`config.mk`:
```
export PLATFORM = sky130hd
export DESIGN_NAME = ra_march
export DESIGN_NICKNAME = d
export VERILOG_FILES = /design/src/rtl/ra_pkg.sv /design/src/rtl/ra_march_chk.sv /design/src/rtl/ra_march.sv
export SDC_FILE = /design/constraint.sdc
export NUM_CORES = 1
export LEC_CHECK = 0
export BUFFER_PORTS_ARGS = -buffer_cell sky130_fd_sc_hd__buf_2
export CORE_ASPECT_RATIO = 1.4
export CORE_MARGIN = 4
export CORE_UTILIZATION = 50
export DETAILED_ROUTE_END_ITERATION = 12
export PLACE_DENSITY = 0.85
export SLEW_MARGIN = 5
export SYNTH_ARGS = -nofsm -noshare
export SYNTH_HDL_FRONTEND = slang
export SYNTH_SLANG_ARGS = --single-unit
```
`constraint.sdc`:
```
create_clock -name clk -period 3.4 [get_ports clk]
set_input_delay 0.85 -clock clk [delete_from_list [all_inputs] [get_ports clk]]
set_output_delay 0.85 -clock clk [all_outputs]
set_load 0.01 [all_outputs]
```
`src/rtl/ra_pkg.sv`:
```
// Shared constants, op/element encodings and sequencer states for the
// 64x72 register-array March C- self-test.
package ra_pkg;

    localparam int unsigned RA_ADR_W  = 6;
    localparam int unsigned RA_DAT_W  = 72;
    localparam int unsigned RA_WORDS  = 64;
    localparam int unsigned RA_ELEM_W = 3;

    typedef enum logic [1:0] {
        OP_W0 = 2'd0,
        OP_W1 = 2'd1,
        OP_R0 = 2'd2,
        OP_R1 = 2'd3
    } ra_op_e;

    typedef enum logic [RA_ELEM_W-1:0] {
        ELEM_M0 = 3'd0,
        ELEM_M1 = 3'd1,
        ELEM_M2 = 3'd2,
        ELEM_M3 = 3'd3,
        ELEM_M4 = 3'd4,
        ELEM_M5 = 3'd5
    } ra_elem_e;

    localparam logic [1:0] ST_IDLE  = 2'd0;
    localparam logic [1:0] ST_RUN   = 2'd1;
    localparam logic [1:0] ST_DRAIN = 2'd2;
    localparam logic [1:0] ST_DONE  = 2'd3;

    // Operation performed by an element; 'second' selects the write of a read-write pair.
    function automatic ra_op_e ra_elem_op(input logic [RA_ELEM_W-1:0] elem, input logic second);
        ra_op_e op;
        op = OP_R0;
        case (elem)
            ELEM_M0:          op = OP_W0;
            ELEM_M1, ELEM_M3: op = second ? OP_W1 : OP_R0;
            ELEM_M2, ELEM_M4: op = second ? OP_W0 : OP_R1;
            default:          op = OP_R0;
        endcase
        return op;
    endfunction

    function automatic logic ra_elem_down(input logic [RA_ELEM_W-1:0] elem);
        return (elem == ELEM_M3) || (elem == ELEM_M4);
    endfunction

    function automatic logic ra_elem_rw(input logic [RA_ELEM_W-1:0] elem);
        return (elem == ELEM_M1) || (elem == ELEM_M2) || (elem == ELEM_M3) || (elem == ELEM_M4);
    endfunction

    function automatic logic ra_op_is_rd(input ra_op_e op);
        return (op == OP_R0) || (op == OP_R1);
    endfunction

    function automatic logic ra_op_inv(input ra_op_e op);
        return (op == OP_W1) || (op == OP_R1);
    endfunction

endpackage

```
`src/rtl/ra_march_chk.sv`:
```
// Read-return check pipeline: carries {valid, addr, elem, expected} for RD_LAT
// cycles, compares both read ports at the tail and latches the first miscompare.
module ra_march_chk
    import ra_pkg::*;
#(
    parameter int unsigned RD_LAT = 2
) (
    input  logic                 clk,
    input  logic                 reset,
    input  logic                 i_clr,
    input  logic                 i_vld,
    input  logic [0:RA_ADR_W-1]  i_adr,
    input  logic [0:RA_ELEM_W-1] i_elem,
    input  logic [0:RA_DAT_W-1]  i_exp,
    input  logic [0:RA_DAT_W-1]  i_dat_0,
    input  logic [0:RA_DAT_W-1]  i_dat_1,
    output logic                 o_fail,
    output logic [0:RA_ADR_W-1]  o_fail_adr,
    output logic [0:RA_ELEM_W-1] o_fail_elem,
    output logic                 o_fail_port
);

    localparam int unsigned TAIL = RD_LAT - 1;

    logic                 r_vld  [RD_LAT];
    logic [0:RA_ADR_W-1]  r_adr  [RD_LAT];
    logic [0:RA_ELEM_W-1] r_elem [RD_LAT];
    logic [0:RA_DAT_W-1]  r_exp  [RD_LAT];

    logic                 r_fail;
    logic [0:RA_ADR_W-1]  r_fail_adr;
    logic [0:RA_ELEM_W-1] r_fail_elem;
    logic                 r_fail_port;

    logic w_mis_0;
    logic w_mis_1;

    assign w_mis_0 = r_vld[TAIL] && (i_dat_0 != r_exp[TAIL]);
    assign w_mis_1 = r_vld[TAIL] && (i_dat_1 != r_exp[TAIL]);

    always_ff @(posedge clk) begin
        if (reset || i_clr) begin
            for (int i = 0; i < int'(RD_LAT); i++) begin
                r_vld[i]  <= 1'b0;
                r_adr[i]  <= '0;
                r_elem[i] <= '0;
                r_exp[i]  <= '0;
            end
        end else begin
            r_vld[0]  <= i_vld;
            r_adr[0]  <= i_adr;
            r_elem[0] <= i_elem;
            r_exp[0]  <= i_exp;
            for (int i = 1; i < int'(RD_LAT); i++) begin
                r_vld[i]  <= r_vld[i-1];
                r_adr[i]  <= r_adr[i-1];
                r_elem[i] <= r_elem[i-1];
                r_exp[i]  <= r_exp[i-1];
            end
        end
    end

    // Only the first miscompare is kept; port 0 takes priority on a tie.
    always_ff @(posedge clk) begin
        if (reset || i_clr) begin
            r_fail      <= 1'b0;
            r_fail_adr  <= '0;
            r_fail_elem <= '0;
            r_fail_port <= 1'b0;
        end else if (!r_fail && (w_mis_0 || w_mis_1)) begin
            r_fail      <= 1'b1;
            r_fail_adr  <= r_adr[TAIL];
            r_fail_elem <= r_elem[TAIL];
            r_fail_port <= !w_mis_0;
        end
    end

    assign o_fail      = r_fail;
    assign o_fail_adr  = r_fail_adr;
    assign o_fail_elem = r_fail_elem;
    assign o_fail_port = r_fail_port;

endmodule

```
`src/rtl/ra_march.sv`:
```
// March C- sequencer for the 64x72 2R1W register array: drives the write port
// and both read ports, and hands read returns to the check pipeline.
module ra_march
    import ra_pkg::*;
#(
    parameter int unsigned RD_LAT = 2
) (
    input  logic                 clk,
    input  logic                 reset,
    input  logic                 start,
    input  logic [0:RA_DAT_W-1]  bkg,
    output logic                 wr_enb_0,
    output logic [0:RA_ADR_W-1]  wr_adr_0,
    output logic [0:RA_DAT_W-1]  wr_dat_0,
    output logic                 rd_enb_0,
    output logic [0:RA_ADR_W-1]  rd_adr_0,
    output logic                 rd_enb_1,
    output logic [0:RA_ADR_W-1]  rd_adr_1,
    input  logic [0:RA_DAT_W-1]  rd_dat_0,
    input  logic [0:RA_DAT_W-1]  rd_dat_1,
    output logic                 busy,
    output logic                 done,
    output logic                 fail,
    output logic [0:RA_ADR_W-1]  fail_adr,
    output logic [0:RA_ELEM_W-1] fail_elem,
    output logic                 fail_port
);

    localparam int unsigned        DRN_W    = (RD_LAT > 1) ? $clog2(RD_LAT) : 1;
    localparam logic [DRN_W-1:0]   DRN_LAST = DRN_W'(RD_LAT - 1);
    localparam logic [RA_ADR_W-1:0] CNT_LAST = RA_ADR_W'(RA_WORDS - 1);

    logic [1:0]           r_state;
    logic [RA_ELEM_W-1:0] r_elem;
    logic [RA_ADR_W-1:0]  r_cnt;
    logic                 r_second;
    logic                 r_gap;
    logic [DRN_W-1:0]     r_drn;
    logic [0:RA_DAT_W-1]  r_bkg;

    logic                 r_wr_enb;
    logic [0:RA_ADR_W-1]  r_wr_adr;
    logic [0:RA_DAT_W-1]  r_wr_dat;
    logic                 r_rd_enb;
    logic [0:RA_ADR_W-1]  r_rd_adr;
    logic [0:RA_ELEM_W-1] r_rd_elem;
    logic [0:RA_DAT_W-1]  r_rd_exp;
    logic                 r_busy;
    logic                 r_done;

    logic [1:0]           w_state;
    logic [RA_ELEM_W-1:0] w_elem;
    logic [RA_ADR_W-1:0]  w_cnt;
    logic                 w_second;
    logic                 w_gap;
    logic                 w_issue;
    logic                 w_start_ok;
    ra_op_e               w_op;
    logic [RA_ADR_W-1:0]  w_adr;
    logic [0:RA_DAT_W-1]  w_bkg;
    logic [0:RA_DAT_W-1]  w_dat;
    logic                 w_rd;
    logic                 w_wr;

    assign w_start_ok = start && ((r_state == ST_IDLE) || (r_state == ST_DONE));

    // Next-state describes the command that will be on the outputs next cycle.
    always_comb begin
        w_state  = r_state;
        w_elem   = r_elem;
        w_cnt    = r_cnt;
        w_second = r_second;
        w_gap    = r_gap;
        w_issue  = 1'b0;
        case (r_state)
            ST_IDLE, ST_DONE: begin
                if (w_start_ok) begin
                    w_state  = ST_RUN;
                    w_elem   = ELEM_M0;
                    w_cnt    = '0;
                    w_second = 1'b0;
                    w_gap    = 1'b0;
                    w_issue  = 1'b1;
                end
            end
            ST_RUN: begin
                if (r_gap) begin
                    w_gap    = 1'b0;
                    w_second = 1'b0;
                    w_issue  = 1'b1;
                end else if (ra_elem_rw(r_elem) && !r_second) begin
                    w_second = 1'b1;
                    w_issue  = 1'b1;
                end else if (r_cnt == CNT_LAST) begin
                    w_cnt    = '0;
                    w_second = 1'b0;
                    if (r_elem == ELEM_M5) begin
                        w_state = ST_DRAIN;
                    end else begin
                        w_gap  = 1'b1;
                        w_elem = r_elem + 3'd1;
                    end
                end else begin
                    w_cnt    = r_cnt + 6'd1;
                    w_second = 1'b0;
                    w_issue  = 1'b1;
                end
            end
            ST_DRAIN: begin
                if (r_drn == DRN_LAST) begin
                    w_state = ST_DONE;
                end
            end
            default: w_state = ST_IDLE;
        endcase

        w_op  = ra_elem_op(w_elem, w_second);
        // Down elements walk the same counter with the address bits inverted.
        w_adr = w_cnt ^ {RA_ADR_W{ra_elem_down(w_elem)}};
        w_bkg = w_start_ok ? bkg : r_bkg;
        w_dat = w_bkg ^ {RA_DAT_W{ra_op_inv(w_op)}};
        w_rd  = w_issue && ra_op_is_rd(w_op);
        w_wr  = w_issue && !ra_op_is_rd(w_op);
    end

    always_ff @(posedge clk) begin
        if (reset) begin
            r_state   <= ST_IDLE;
            r_elem    <= '0;
            r_cnt     <= '0;
            r_second  <= 1'b0;
            r_gap     <= 1'b0;
            r_drn     <= '0;
            r_bkg     <= '0;
            r_wr_enb  <= 1'b0;
            r_wr_adr  <= '0;
            r_wr_dat  <= '0;
            r_rd_enb  <= 1'b0;
            r_rd_adr  <= '0;
            r_rd_elem <= '0;
            r_rd_exp  <= '0;
            r_busy    <= 1'b0;
            r_done    <= 1'b0;
        end else begin
            r_state   <= w_state;
            r_elem    <= w_elem;
            r_cnt     <= w_cnt;
            r_second  <= w_second;
            r_gap     <= w_gap;
            r_drn     <= (r_state == ST_DRAIN) ? r_drn + DRN_W'(1) : '0;
            r_bkg     <= w_bkg;
            r_wr_enb  <= w_wr;
            r_wr_adr  <= w_wr ? w_adr : '0;
            r_wr_dat  <= w_wr ? w_dat : '0;
            r_rd_enb  <= w_rd;
            r_rd_adr  <= w_rd ? w_adr : '0;
            r_rd_elem <= w_rd ? w_elem : '0;
            r_rd_exp  <= w_rd ? w_dat : '0;
            r_busy    <= (w_state == ST_RUN) || (w_state == ST_DRAIN);
            r_done    <= (w_state == ST_DONE);
        end
    end

    ra_march_chk #(
        .RD_LAT (RD_LAT)
    ) u_chk (
        .clk         (clk),
        .reset       (reset),
        .i_clr       (w_start_ok),
        .i_vld       (r_rd_enb),
        .i_adr       (r_rd_adr),
        .i_elem      (r_rd_elem),
        .i_exp       (r_rd_exp),
        .i_dat_0     (rd_dat_0),
        .i_dat_1     (rd_dat_1),
        .o_fail      (fail),
        .o_fail_adr  (fail_adr),
        .o_fail_elem (fail_elem),
        .o_fail_port (fail_port)
    );

    assign wr_enb_0 = r_wr_enb;
    assign wr_adr_0 = r_wr_adr;
    assign wr_dat_0 = r_wr_dat;
    assign rd_enb_0 = r_rd_enb;
    assign rd_adr_0 = r_rd_adr;
    assign rd_enb_1 = r_rd_enb;
    assign rd_adr_1 = r_rd_adr;
    assign busy     = r_busy;
    assign done     = r_done;

endmodule

```
==> results.sh <==
export IMPL_setup_violations=0
export IMPL_rows=76
export IMPL_final_core_util_pct=62.4
export IMPL_vias=12300
export IMPL_die_area_um2=34600
export IMPL_drt_pass1_iterations=5
export IMPL_dpl_cell_count=2188
export IMPL_drv_slew=0
export IMPL_ys_warn_count=0
export IMPL_critPathArrivalTime_ns=3.61
export IMPL_drive_above_1_share_pct=24.3
export IMPL_total_power_uw=10300
export IMPL_holdWs_ns=0.412
export IMPL_max_slew_margin_pct=19.8
export IMPL_cts_buffer_depth=3
export IMPL_port_buffers=324
export IMPL_cts_resized=0
export IMPL_clockPowerShare_pct=40.7
export IMPL_hold_violations=0
export IMPL_internal_power_uw=7820
export IMPL_grt_max_degree=86
export IMPL_grt_pass1_vias=12000
export IMPL_synth_cells=1531
export IMPL_syn2layout_area_growth_pct=22.1
export IMPL_synth_ff_type="dfxtp_1"
export IMPL_wire_per_inst_um=21.3
export IMPL_place_congestion=1.13
export IMPL_dieHeight_um=219
export IMPL_period_needed_ns=3.16
export IMPL_post_cts_buffers=0
export IMPL_peakVddDrop_mv=0.391
export IMPL_detail_route_drc_violations=0
export IMPL_cts_sink_count=424
export IMPL_required_ns=3.85
export IMPL_core_um2=31000
export IMPL_grt_pass1_wl_um=70200
export IMPL_routed_wl_um=48100
export IMPL_stdcell_count=2263
export IMPL_netSwitchingPower_uw=2460
export IMPL_fin_setup_tns_ns=0
export IMPL_hold_buffers=0
export IMPL_cp_end_kind="flip-flop"
export IMPL_path_clk_slew_ns=0.06
export IMPL_finalCritPeriodShare_pct=92.9
export IMPL_status="finished clean"
export IMPL_fin_nets=2067
export IMPL_avgSynthCellArea_um2=10.3
export IMPL_min_path_type="reg -> reg"
export IMPL_die_w_um=158
export IMPL_yosysUniqueCellTypes=60
export IMPL_drv_cap=0
export IMPL_leakage_uw=0.00886
export IMPL_ys_ff_latch=424
export IMPL_drt_iter0_drc=964
export IMPL_grt_ovfl_total=0
export IMPL_yosysSeqAreaShare_pct=53.6
export IMPL_path_class="reg -> reg"
export IMPL_via_per_inst=5.42
export IMPL_critPathMaxFanout=53
export IMPL_ios=325
export IMPL_dp_hpwl_um=33500
export IMPL_groute_usage_overall_pct=26.6
export IMPL_drtAntennaViolNets=0
export IMPL_startpoint_type="flip-flop"
export IMPL_worst_slew_pin_slew_ns=1.19
export IMPL_syn_nets=1760
export IMPL_fmax_ghz=0.317
export IMPL_cts_inserted_buffers=38
export IMPL_p_seq_share_pct=49.8
export IMPL_htreeDepth=2
export IMPL_antenna_found_initial=9
export IMPL_finalClockSkew_ns=0.0179
export IMPL_switching_share_pct=23.9
export IMPL_initial_core_util_pct=51.1
export IMPL_synth_edff_count=0
export IMPL_clk_latency_ns=0.54
export IMPL_rsz0062_at_grt="no"
export IMPL_syn_area_um2=15800
export IMPL_comb_power_share_pct=9.5
export IMPL_pwr_density_cell_nw_per_um2=532
export IMPL_cts_tree="done"
export IMPL_synthArstFlopShare_pct=0
export IMPL_root_buffer="clkbuf_16"
cell type report:
cell class,count,area (µm²)
Clock buffer,52,1080
Tap cell,390,488
Clock inverter,16,143
Antenna cell,7,17.5
Multi-Input combinational cell,980,6860
Fill cell,2442,11700
Sequential cell,424,8490
Timing Repair Buffer,373,2170
Inverter,21,78.8
worst max-delay path, stage by stage, from the launching register on:
cell and delay (ns):
dfxtp_1 0.44, inv_1 0.12, ha_1 0.22, or3_4 0.35, a311oi_4 0.36, a31oi_1 0.18
o22ai_2 0.40, xnor2_4 0.20, nand4_4 0.26, buf_12 0.26, mux2i_1 0.23
metrics by stage:
stage / instance area [µm²] / worst slack, ns
floorplan: 15800 / 0.665
global placement: 18100 / 0.139
detailed placement: 18100 / 0.0515
CTS: 19300 / 0.0245
global route: 19300 / 0.0362
finish: 19300 / 0.242
kinds of logic (layout without fill, tap and decap cells):
logic type                 count (synthesis)  count (layout)  share of synthesized area, %
and+or+nand+nor                          533             533                          18.0
DFF                                      424             424                          53.6
AOI/OAI and AO/OA                        159             159                          7.25
muxes                                    144             144                          9.10
xor gates and xnor gates                 134             134                          7.74
buffers and inverters                    127             462                          3.49
adders and majority gates                 10              10                         0.790
other                                      0               7                             0
sequential cells by signal (all words and copies together) (netlist names), 2 cells and up:
| signal | cells |
|---|---|
| u_chk.r_exp | 144 |
| r_bkg | 72 |
| r_rd_exp | 72 |
| wr_dat_0 | 72 |
| u_chk.r_adr | 12 |
| r_cnt | 6 |
| rd_adr_0 | 6 |
| u_chk.o_fail_adr | 6 |
| u_chk.r_elem | 6 |
| wr_adr_0 | 6 |
| r_elem | 3 |
| r_rd_elem | 3 |
| u_chk.o_fail_elem | 3 |
| r_state | 2 |
| u_chk.r_vld | 2 |
power by group through the flow:
stage               Combinational (µW)  Clock [µW]  Sequential (µW)
global placement                   929           0             5230
global route                      1040        4420             5130
floorplan                          514           0             5250
CTS                                961        4230             5130
finish                             973        4190             5130
detailed placement                 949           0             5240
cells in the mapped netlist (all sizes together), types with 4 or more instances:
cell type,number,area [µm²]
dfxtp,424,8490
and2,167,1040
nor3,147,736
mux2i,144,1440
xor2,117,1020
nor2,99,372
a21boi,74,556
clkbuf,56,210
buf,50,264
nor4,33,206
nand2,27,104
inv,21,78.8
a21oi,20,100
o21ai,19,103
xnor2,17,201
nand3,14,75.1
nand4,12,81.3
nor2b,12,75.1
ha,10,125
nand2b,8,50.1
o22ai,7,50.1
a211o,6,52.6
o211ai,6,45.0
a31oi,4,31.3
routing by layer:
layer / wire length, µm / GRT usage (%) / up-vias
met4: 3070 / 15.6 / 6
met3: 3790 / 6.52 / 149
met2: 23100 / 44.6 / 544
li1: - / - / 5799
met1: 18100 / 30.6 / 5760
met5: 37 / 0 / -
final timing paths:
kind,start,endpoint,slack [ns],cells past startpoint
worst min-delay path,r_rd_exp[70]$_SDFF_PP0_,u_chk.r_exp[0][1]$_SDFF_PP0_,0.41,1
worst min register to register,r_rd_exp[70]$_SDFF_PP0_,u_chk.r_exp[0][1]$_SDFF_PP0_,0.41,1
worst max register to register,r_elem[0]$_SDFF_PP0_,r_rd_exp[49]$_SDFF_PP0_,0.24,10
worst max-delay path,r_elem[0]$_SDFF_PP0_,r_rd_exp[49]$_SDFF_PP0_,0.24,10
cell usage in the layout, fill, tap and decap left out, types with 7 or more instances in the layout:
cell,n
a21boi_0,46
a21boi_1,28
a21oi_1,19
and2_1,166
buf_12,13
buf_2,323
buf_4,33
clkbuf_1,7
clkbuf_16,39
clkinv_2,8
dfxtp_1,424
diode_2,7
ha_1,10
inv_1,21
mux2i_1,144
nand2_1,26
nand2b_1,8
nand3_1,13
nand4_1,11
nor2_1,98
nor2b_1,12
nor3_1,147
nor4_1,33
o21ai_0,17
xnor2_1,13
xor2_1,117
No activity file was read; power rests on OpenSTA's default activity.
